`src/rtl/ste_bus_arbiter.sv`:
```
// STE system-bus arbiter: sequences BR/BG/BGACK between the CPU, DMA and blitter.
// Define STE_BLITTER_EN to arbitrate the blitter port; otherwise only DMA is granted.
module ste_bus_arbiter #(
    parameter int unsigned GRANT_TIMEOUT = 16
) (
    input  logic       clk32,
    input  logic       resb,
    input  logic       mhz8_en1,
    input  logic       as_n,
    input  logic       dma_br_n,
    input  logic       dma_bgack_n,
    output logic       dma_bg_n,
    input  logic       blt_br_n,
    input  logic       blt_bgack_n,
    output logic       blt_bg_n,
    output logic       bgack_n,
    output logic       bus_free,
    output logic [1:0] owner,
    output logic       timeout
);

    typedef enum logic [1:0] {
        ST_IDLE  = 2'd0,
        ST_GRANT = 2'd1,
        ST_OWN   = 2'd2,
        ST_TURN  = 2'd3
    } state_e;

    localparam logic [7:0] TMO_LIMIT = 8'(GRANT_TIMEOUT);

    state_e     state_q, state_d;
    logic       sel_q, sel_d;
    logic [7:0] cnt_q, cnt_d;
    logic       revoke;

    logic       dma_bg_q, dma_bg_d;
    logic       blt_bg_q, blt_bg_d;
    logic [1:0] owner_q, owner_d;
    logic       timeout_q, timeout_d;

    logic       blt_br_eff;
    logic       blt_bgack_eff;
    logic       sel_br_n;
    logic       sel_bgack_n;
    logic [7:0] cnt_inc;

`ifdef STE_BLITTER_EN
    assign blt_br_eff    = blt_br_n;
    assign blt_bgack_eff = blt_bgack_n;
`else
    // Blitter inputs are deliberately ignored in the DMA-only build.
    logic unused_blt;
    assign unused_blt    = blt_br_n & blt_bgack_n;
    assign blt_br_eff    = 1'b1;
    assign blt_bgack_eff = 1'b1;
`endif

    assign sel_br_n    = sel_q ? blt_br_eff    : dma_br_n;
    assign sel_bgack_n = sel_q ? blt_bgack_eff : dma_bgack_n;
    assign cnt_inc     = cnt_q + 8'd1;

    always_ff @(posedge clk32) begin
        if (!resb) begin
            state_q   <= ST_IDLE;
            sel_q     <= 1'b0;
            cnt_q     <= '0;
            dma_bg_q  <= 1'b1;
            blt_bg_q  <= 1'b1;
            owner_q   <= '0;
            timeout_q <= 1'b0;
        end else begin
            state_q   <= state_d;
            sel_q     <= sel_d;
            cnt_q     <= cnt_d;
            dma_bg_q  <= dma_bg_d;
            blt_bg_q  <= blt_bg_d;
            owner_q   <= owner_d;
            timeout_q <= timeout_d;
        end
    end

    always_comb begin
        state_d = state_q;
        sel_d   = sel_q;
        cnt_d   = cnt_q;
        revoke  = 1'b0;
        if (mhz8_en1) begin
            unique case (state_q)
                ST_IDLE: begin
                    if (as_n && dma_bgack_n && blt_bgack_eff) begin
                        if (!dma_br_n) begin
                            state_d = ST_GRANT;
                            sel_d   = 1'b0;
                            cnt_d   = '0;
                        end else if (!blt_br_eff) begin
                            state_d = ST_GRANT;
                            sel_d   = 1'b1;
                            cnt_d   = '0;
                        end
                    end
                end
                ST_GRANT: begin
                    cnt_d = cnt_inc;
                    if (!sel_bgack_n) begin
                        state_d = ST_OWN;
                    end else if (sel_br_n) begin
                        state_d = ST_IDLE;
                    end else if (cnt_inc == TMO_LIMIT) begin
                        state_d = ST_IDLE;
                        revoke  = 1'b1;
                    end
                end
                ST_OWN: begin
                    if (sel_bgack_n) begin
                        state_d = ST_TURN;
                    end
                end
                ST_TURN: begin
                    state_d = ST_IDLE;
                end
                default: begin
                    state_d = ST_IDLE;
                end
            endcase
        end
    end

    // Outputs are decoded from the next state so a grant appears on the very tick edge that issues it.
    always_comb begin
        dma_bg_d  = !((state_d == ST_GRANT) && !sel_d);
        blt_bg_d  = !((state_d == ST_GRANT) && sel_d);
        owner_d   = '0;
        if (state_d == ST_OWN) begin
            owner_d = sel_d ? 2'b10 : 2'b01;
        end
        timeout_d = revoke;
    end

    assign dma_bg_n = dma_bg_q;
`ifdef STE_BLITTER_EN
    assign blt_bg_n = blt_bg_q;
`else
    logic unused_blt_bg;
    assign unused_blt_bg = blt_bg_q;
    assign blt_bg_n      = 1'b1;
`endif
    assign owner    = owner_q;
    assign timeout  = timeout_q;
    assign bgack_n  = dma_bgack_n & blt_bgack_eff;
    assign bus_free = (state_q == ST_IDLE) & dma_bgack_n & blt_bgack_eff;

endmodule

```
`config.mk`:
```
export PLATFORM = sky130hd
export DESIGN_NAME = ste_bus_arbiter
export DESIGN_NICKNAME = d
export VERILOG_FILES = /design/src/rtl/ste_bus_arbiter.sv
export SDC_FILE = /design/constraint.sdc
export NUM_CORES = 1
export LEC_CHECK = 0
export ABC_CLOCK_PERIOD_IN_PS = 2400
export CORE_MARGIN = 3
export CORE_UTILIZATION = 53
export DETAILED_ROUTE_END_ITERATION = 10
export HOLD_SLACK_MARGIN = 0.12
export PLACE_DENSITY = 0.84
export SETUP_SLACK_MARGIN = 0.2
export SYNTH_ARGS = -nofsm -noshare
export SYNTH_HDL_FRONTEND = slang
export SYNTH_SLANG_ARGS = --single-unit
```
`constraint.sdc`:
```
create_clock -name clk32 -period 2.4 [get_ports clk32]
set_input_delay 0.48 -clock clk32 [delete_from_list [all_inputs] [get_ports clk32]]
set_output_delay 0.48 -clock clk32 [all_outputs]
set_load 0.05 [all_outputs]
```
Word-level counts from Yosys, hierarchy flattened

Cells that the tools add are included.

Input bits: 8
Output and inout bits: 7
Register bits after elaboration: 15
Logic and storage cells: 48

Reductions and logical operators: 9
Equality and inequality tests: 8
Muxes and demuxes: 19
$add $sub $neg: 1
Bitwise operators: 5

Operators with widths:

| kind                                           | number |
|---|---|
| two-way mux 2 bit                              | 8 |
| two-way mux 8 bit                              | 2 |
| one-hot mux 8 bit (2 select lines)             | 1 |
| adder 8 x 1 -> 8 bit (second input constant)   | 1 |
| == test 8 x 5 -> 1 bit (second input constant) | 1 |
| one-hot mux 2 bit (4 select lines)             | 1 |
| two-way mux 1 bit                              | 7 |
| == test 2 bit (second input constant)          | 3 |
| OR reduction 5 bit                             | 1 |
| == test 2 x 1 -> 1 bit (second input constant) | 2 |
| inequality test 2 bit (second input constant)  | 2 |
| NOT 1 bit                                      | 4 |
| AND reduction 4 bit                            | 1 |
| logical AND 1 bit                              | 2 |
| logical NOT 1 bit                              | 2 |
| logical NOT 2 bit                              | 1 |
| AND reduction 2 bit                            | 1 |
| nonzero test 2 bit                             | 1 |
| AND 1 bit                                      | 1 |

Logic depth before layout (Yosys ltp)

Gate-level depths: netlist of the first run.

Depth in word-level cells: 10
Mapped depth: 6

Worst setup path before layout of the first run

Ideal clock, no wire load.

Path type: input port to flip-flop
From: in dma_bgack_n
To: reg sel_q
Stages: 3
Arrival: 2,194 ps
Data required time: 2,285 ps
Setup slack: 91 ps
Path through: nor3b_1 > a41oi_1 > and2_1

Word-level cells in the longest chain between the ends: 4

RTL lines:

| element              | line | RTL |
|---|---|---|
| from (decl)          | 11   | `input logic dma_bgack_n,` |
| logical AND 1 bit    | 90   | `if (as_n && dma_bgack_n && blt_bgack_eff) begin` |
| two-way mux 1 bit    | 90   |  |
| two-way mux 1 bit    | 88   | `unique case (state_q)` |
| two-way mux 1 bit    | 87   | `if (mhz8_en1) begin` |
| to (signal assigned) | 73   | `sel_q <= sel_d;` |
| to (decl)            | 32   | `logic sel_q, sel_d;` |

Every way passes these cells.
A chain may end at the register's enable or synchronous reset.

Final worst setup path of the first run

From: in dma_bgack_n
To: out bus_free

Word-level cells in the longest chain between the ends: 1

RTL lines:

| element   | line | RTL |
|---|---|---|
| AND 1 bit | 150  | `assign bus_free = (state_q == ST_IDLE) & dma_bgack_n & blt_bgack_eff;` |
| to (decl) | 17   | `output logic bus_free,` |

Every way passes these cells.

==> results of run 1 <==
Yosys cell counts:
master	instances
dfxtp_1	15
nand2_1	8
o21ai_0	8
a21oi_1	6
and2_1	5
nor2_1	5
inv_1	4
nor2b_1	4
nand2b_1	3
nand3_1	3
nor3_1	3
a21boi_0	2
a21boi_2	2
buf_4	2
clkbuf_1	2
nand3b_1	2
or3_1	2
xnor2_1	2
a22o_1	1
a22oi_1	1
a41oi_1	1
and3_1	1
and3b_1	1
and4_1	1
clkbuf_2	1
conb_1	1
ha_1	1
mux2i_1	1
nand2_2	1
nand4_1	1
nand4b_1	1
nor3b_1	1
nor4_1	1
o211a_1	1
o21a_1	1
o21ai_1	1
o2bb2ai_1	1
or2_1	1
xor2_1	1
flip-flops by register name (all words and copies together), names as in the netlist:
name,flops
cnt_q,8
dma_bg_n,1
owner,2
sel_q,1
state_q,2
timeout,1
power groups by stage:
stage | combinational, mW | clock (mW) | sequential (mW)
after floorplan | 0.0280 | 0 | 0.260
after CTS | 0.0553 | 0.148 | 0.253
after detailed placement | 0.0551 | 0 | 0.258
after global placement | 0.0535 | 0 | 0.258
after global routing | 0.0587 | 0.163 | 0.253
final | 0.0551 | 0.144 | 0.253
layer usage:
layer | wire (um) | vias up
met5 | 0 | -
met1 | 800 | 320
met2 | 790 | 17
li1 | - | 370
met3 | 78 | 2
met4 | 8 | 0
stage by stage:
| step | worst slack [ps] | cell area (sq um) | instances | hold slack, ps | util, % |
|---|---|---|---|---|---|
| floorplan | 678 | 811 | 99 | 481 | - |
| global placement | 358 | 955 | 123 | 498 | 69.9 |
| detailed placement | 311 | 955 | 123 | 515 | 69.9 |
| CTS | 388 | 982 | 127 | 528 | 71.9 |
| global route | 317 | 982 | 127 | 568 | 71.9 |
| finish | 392 | 982 | 127 | 518 | 71.9 |
final timing paths:
| path | endpoint | depth (start not counted) |
|---|---|---|
| hold reg to reg | cnt_q[7] | 2 |
| hold / removal | cnt_q[7] | 2 |
| setup reg to reg | state_q[0] | 6 |
| setup / recovery | bus_free | 3 |
cells by family (layout without fill, tap and decap cells):
family	Yosys count	in the layout	share of synthesized area, %
and+or+nand+nor	44	44	30.6
AOI/OAI and AO/OA	25	25	20.3
DFF	15	15	37.3
buffers and inverters	9	22	5.28
xor gates and xnor gates	3	3	3.26
adders and majority gates	1	1	1.55
other	1	1	0.465
muxes	1	1	1.24
cell type report:
cell class | count | share of cell area, %
Inverter | 4 | 1.53
Clock buffer | 3 | 2.29
Sequential cell | 15 | 30.6
Timing Repair Buffer | 14 | 15.5
Clock inverter | 1 | 0.510
Tap cell | 15 | 1.91
Multi-Input combinational cell | 75 | 47.6
worst max-delay path, delay by kind of cell:
kind	cells	cell delay, ps
buf+inv	2	720
simple gates	1	320
==> flow_metrics.py, run 1 <==
metrics = {
    "worst_setup_path": {
        "endpoint_kind": "primary output",
        "crit_chain": "clkdlybuf4s50_1 > nor3b_2 > buf_12",
        "setup.worst_path.start": "dma_bgack_n",
        "rrSetupSlack_ps": 750,
        "max_stage_delay_ps": 540,
        "worstPathRequired_ps": 1920,
        "worstSetupStartpointType": "primary input",
        "slowest_stage": "clkdlybuf4s50_1",
        "path_max_fanout": 5,
        "r2r-start": "cnt_q[0]",
        "path_class": "primary input to primary output",
        "crit_arrival_ps": 1530,
    },
    "global_routing": {
        "grt_pass1_vias": 638,
        "grt_max_degree": 14,
        "grt-busiest-layer": "met2",
        "gr-usage-met1_pct": 22.9,
        "grt_util_met2_pct": 31.1,
        "met3_usage_pct": 7.57,
        "grtUsageTotal_pct": 18.8,
        "antenna_found_initial": 0,
        "grt_pass1_wl_mm": 2.75,
        "gr-total-overflow": 0,
    },
    "clock_tree": {
        "postCtsSetupBuffers": 0,
        "clock-sinks": 15,
        "cts_resized": 0,
        "ctsHoldBuffers": 0,
        "clock_latency_ps": 290,
        "clkTransAtPathRegs_ps": 80,
        "numCtsBuffers": 3,
        "cts_tree": "yes",
        "cts_max_path_buffers": 2,
        "root_buffer": "clkbuf_4",
        "cts_max_level": 1,
    },
    "hold_path": {
        "worstHoldStart": "cnt_q[7]",
        "hold_path_class": "flop to flop",
    },
    "power_and_ir_drop": {
        "power_density_nw_per_um2": 459,
        "p_comb_share_pct": 12.2,
        "power.switching_mw": 0.114,
        "clock_power_share_pct": 31.8,
        "cell_internal_pwr_mw": 0.338,
        "p_seq_share_pct": 56.0,
        "ir_worst_vdd_mv": 0.319,
        "power.leakage_nw": 0.371,
        "total_power_mw": 0.451,
        "p_sw_share_pct": 25.2,
    },
    "placement": {
        "place_hpwl_mm": 1.26,
        "port_buffers": 11,
        "gp_congestion": 0.799,
    },
    "floorplan": {
        "die_w_um": 45.0,
        "die_area_sq_um": 2020,
        "start_util_pct": 59.0,
        "fp.dieH_um": 45.0,
        "num_rows": 13,
        "io_pins": 15,
        "core_area_sq_um": 1370,
    },
    "synthesis": {
        "syn_inst": 99,
        "yosysTopAreaCell": "dfxtp_1",
        "ys_ff_latch": 15,
        "syn_area_per_cell_sq_um": 8.14,
        "yosys_warnings": 0,
        "syn-cell-area_sq_um": 806,
        "netlist_top_cells_area": "dfxtp_1 37%, o21ai_0 5.0%, and2_1 3.9%",
        "yosysSeqAreaShare_pct": 37.3,
        "synth.top_cell.area_share_pct": 37.3,
        "syn_nets": 108,
        "synth_cell_types": 39,
    },
    "finish": {
        "syn_to_final_growth_pct": 21.9,
        "layout_commonest_cell": "dfxtp_1",
        "final_cell_mix": "15 x dfxtp_1, 9 x clkdlybuf4s50_1, 8 x nand2_1, 8 x o21ai_0, 6 x a21oi_1",
        "drive_above_1_share_pct": 11.6,
        "multi_input_area_sq_um": 468,
        "nFillCells": 107,
        "nets": 122,
        "ff_latch_area_sq_um": 300,
        "num_antenna_cells": 0,
    },
    "drt": {
        "drt_first_pass_iters": 4,
        "drc_errors": 0,
        "post_drt_wl_per_cell_um": 13.2,
        "routed_wl_mm": 1.68,
        "vias": 709,
        "ant_nets": 0,
        "via_per_inst": 5.58,
        "drt_iter0_markers": 13,
    },
    "sta": {
        "tns_ps": 0,
        "min_period_ps": 2010,
        "skew_ps": 3.89,
        "rsz0062_at_grt": "false",
        "fin_crit_sh_pct": 83.7,
        "worst_pin_slew_ps": 498,
        "hold_violations": 0,
        "setup_viol": 0,
        "relSlewSlack_pct": 66.7,
        "fmax_mhz": 498,
        "maxSlewViolCount": 0,
    },
    "status": {
        "status": "finished, final reports clean",
    },
    "run": {
        "cap_viol_max_count": 0,
    },
}
No activity file was read; power rests on OpenSTA's default activity.
==> inputs of run 2 (changes only) <==
--- a/config.mk
+++ b/config.mk
@@ -5,12 +5,12 @@
 export SDC_FILE = /design/constraint.sdc
 export NUM_CORES = 1
 export LEC_CHECK = 0
-export ABC_CLOCK_PERIOD_IN_PS = 2400
+export ABC_CLOCK_PERIOD_IN_PS = 1920
 export CORE_MARGIN = 3
-export CORE_UTILIZATION = 53
+export CORE_UTILIZATION = 49
 export DETAILED_ROUTE_END_ITERATION = 10
 export HOLD_SLACK_MARGIN = 0.12
-export PLACE_DENSITY = 0.84
+export PLACE_DENSITY = 0.79
 export SETUP_SLACK_MARGIN = 0.2
 export SYNTH_ARGS = -nofsm -noshare
 export SYNTH_HDL_FRONTEND = slang
==> constraint.sdc (replaced) <==
create_clock -name clk32 -period 1.92 [get_ports clk32]
set_input_delay 0.384 -clock clk32 [delete_from_list [all_inputs] [get_ports clk32]]
set_output_delay 0.384 -clock clk32 [all_outputs]
set_load 0.05 [all_outputs]
==> run 2 against run 1 <==
Compared with the run above:
- sequential share of layout area fell by 1.1 points
- sequential power rose by 25%
- count of clock-buffer cells in the layout did not move
- first-iteration DRC count rose by 31%
- clock skew fell by 3.3 ps
- setup slack got worse by 79 ps
- non-clock buffer count rose by 5
- largest cell class unchanged
==> flow_metrics.py, run 2 (same netlist as run 1, synthesis figures left out) <==
metrics = {
    "status": {
        "status": "finished, final reports clean",
    },
    "sta": {
        "rsz0062_at_grt": "false",
        "setup_ws_ps": 312,
        "fmax_mhz": 622,
        "fin_crit_sh_pct": 83.7,
        "skew_ps": 0.636,
        "hold_ws_ps": 533,
        "tns_ps": 0,
        "hold_violations": 0,
        "min_period_ps": 1610,
        "maxSlewViolCount": 0,
        "setup_viol": 0,
    },
    "drt": {
        "drc_errors": 0,
        "routed_wl_mm": 1.71,
        "drt_first_pass_iters": 4,
        "post_drt_wl_per_cell_um": 12.9,
        "vias": 766,
        "ant_nets": 0,
        "via_per_inst": 5.76,
        "drt_iter0_markers": 17,
    },
    "clock_tree": {
        "cts_max_path_buffers": 2,
        "numCtsBuffers": 3,
        "ctsHoldBuffers": 0,
        "clock_latency_ps": 290,
        "cts_tree": "yes",
        "postCtsSetupBuffers": 0,
        "clock-sinks": 15,
        "root_buffer": "clkbuf_4",
        "clkTransAtPathRegs_ps": 90,
        "cts_max_level": 1,
    },
    "global_routing": {
        "grtUsageTotal_pct": 18.2,
        "grt_max_degree": 14,
        "antenna_found_initial": 0,
        "grt_pass1_vias": 684,
        "gr-total-overflow": 0,
        "grt_pass1_wl_mm": 2.85,
    },
    "floorplan": {
        "die_area_sq_um": 2170,
        "core_area_sq_um": 1520,
        "num_rows": 14,
        "io_pins": 15,
        "start_util_pct": 52.9,
        "die_w_um": 46.6,
        "fp.dieH_um": 46.6,
    },
    "hold_path": {
        "worstHoldStart": "cnt_q[7]",
        "hold_path_class": "flop to flop",
    },
    "worst_setup_path": {
        "crit_chain": "nand3_1 > nor3_1 > xnor2_1 > nand4_1 > a22o_1",
        "endpoint_kind": "flop",
        "worstPathRequired_ps": 2110,
        "path_max_fanout": 6,
        "critPathBufInv": 0,
        "crit_family": "simple AND/OR/NAND/NOR gates",
        "path_class": "flop to flop",
        "worstSetupStartpointType": "flop",
        "crit_arrival_ps": 1800,
        "r2r-start": "cnt_q[2]",
        "slowest_stage": "dfxtp_1",
        "setup.worst_path.start": "cnt_q[2]",
        "max_stage_delay_ps": 430,
    },
    "power_and_ir_drop": {
        "ir_worst_vdd_mv": 0.468,
        "power.leakage_nw": 0.412,
        "power_density_nw_per_um2": 563,
    },
    "finish": {
        "fin_cells": 133,
        "multi_input_area_sq_um": 478,
        "final_cell_mix": "13 x dfxtp_1, 8 x nand2_1, 8 x o21ai_0, 8 x buf_4, 6 x a21oi_1",
        "drive_above_1_share_pct": 17.9,
        "nets": 127,
        "nFillCells": 122,
        "fin_area_sq_um": 1030,
        "syn_to_final_growth_pct": 27.5,
        "layout_commonest_cell": "dfxtp_1",
        "largest_reg_flops": 8,
        "ff_latch_area_sq_um": 303,
        "largest_register": "cnt_q",
        "num_antenna_cells": 0,
    },
    "placement": {
        "dp_slack_ps": -38.8,
        "placed_area_sq_um": 993,
        "port_buffers": 11,
        "gp_congestion": 0.913,
        "place_hpwl_mm": 1.25,
        "place_inst": 129,
    },
    "run": {
        "cap_viol_max_count": 0,
    },
}
## run 2: cell count changes in the layout (fill, tap and decap cells not counted)
cell	before	now
o21ai_1	1	0
dlygate4sd2_1	0	5
buf_4	3	8
dfxtp_2	0	2
nor3b_4	0	1
clkdlybuf4s50_1	9	4
dfxtp_1	15	13
o21ai_2	0	1
nor3b_2	1	0
## run 2: layer usage
| layer | GRT usage (%) | vias to the layer above | wire [um] |
|---|---|---|---|
| li1 | - | 381 | - |
| met1 | 22.8 | 354 | 756 |
| met2 | 28.3 | 27 | 843 |
| met3 | 4.69 | 4 | 86 |
| met4 | 9.09 | 0 | 25 |
| met5 | 0 | - | 0 |
## run 2: what timing repair did
item / in CTS / in global routing
setup endpoints to repair: 5 / 4
cloned: 0 / 0
pin swaps: 0 / 0
gates resized for setup: 6 / 3
## run 2: metrics by stage
step | total power [mW] | util (%)
after floorplan | 0.360 | -
after global placement | 0.395 | 65.2
after detailed placement | 0.396 | 65.2
after CTS | 0.579 | 67.0
after global routing | 0.603 | 67.4
final | 0.578 | 67.4
## run 2: final timing paths
check	endpoint	slack, ps	depth (start not counted)
worst max-delay path	state_q[0]	310	5
worst min-delay path	cnt_q[7]	530	2
worst max register to register	state_q[0]	310	5
worst min register to register	cnt_q[7]	530	2
## run 2: worst reg2reg max path: stages, from the launching register on
cell	delay, ps
dfxtp_1	430
nand3_1	150
nor3_1	400
xnor2_1	170
nand4_1	160
a22o_1	210
## run 2: final cells by class
cell class,instances,share of cell area [%]
Tap cell,16,1.95
Sequential cell,15,29.5
Timing Repair Buffer,19,17.9
Inverter,4,1.46
Clock buffer,3,2.19
Clock inverter,1,0.487
Multi-Input combinational cell,75,46.5
## run 2: where the power goes
group          internal, mW  leakage (nW)  switching (mW)
registers             0.313         0.122         0.00327
logic                0.0363         0.272          0.0375
clock network        0.0775        0.0177           0.111
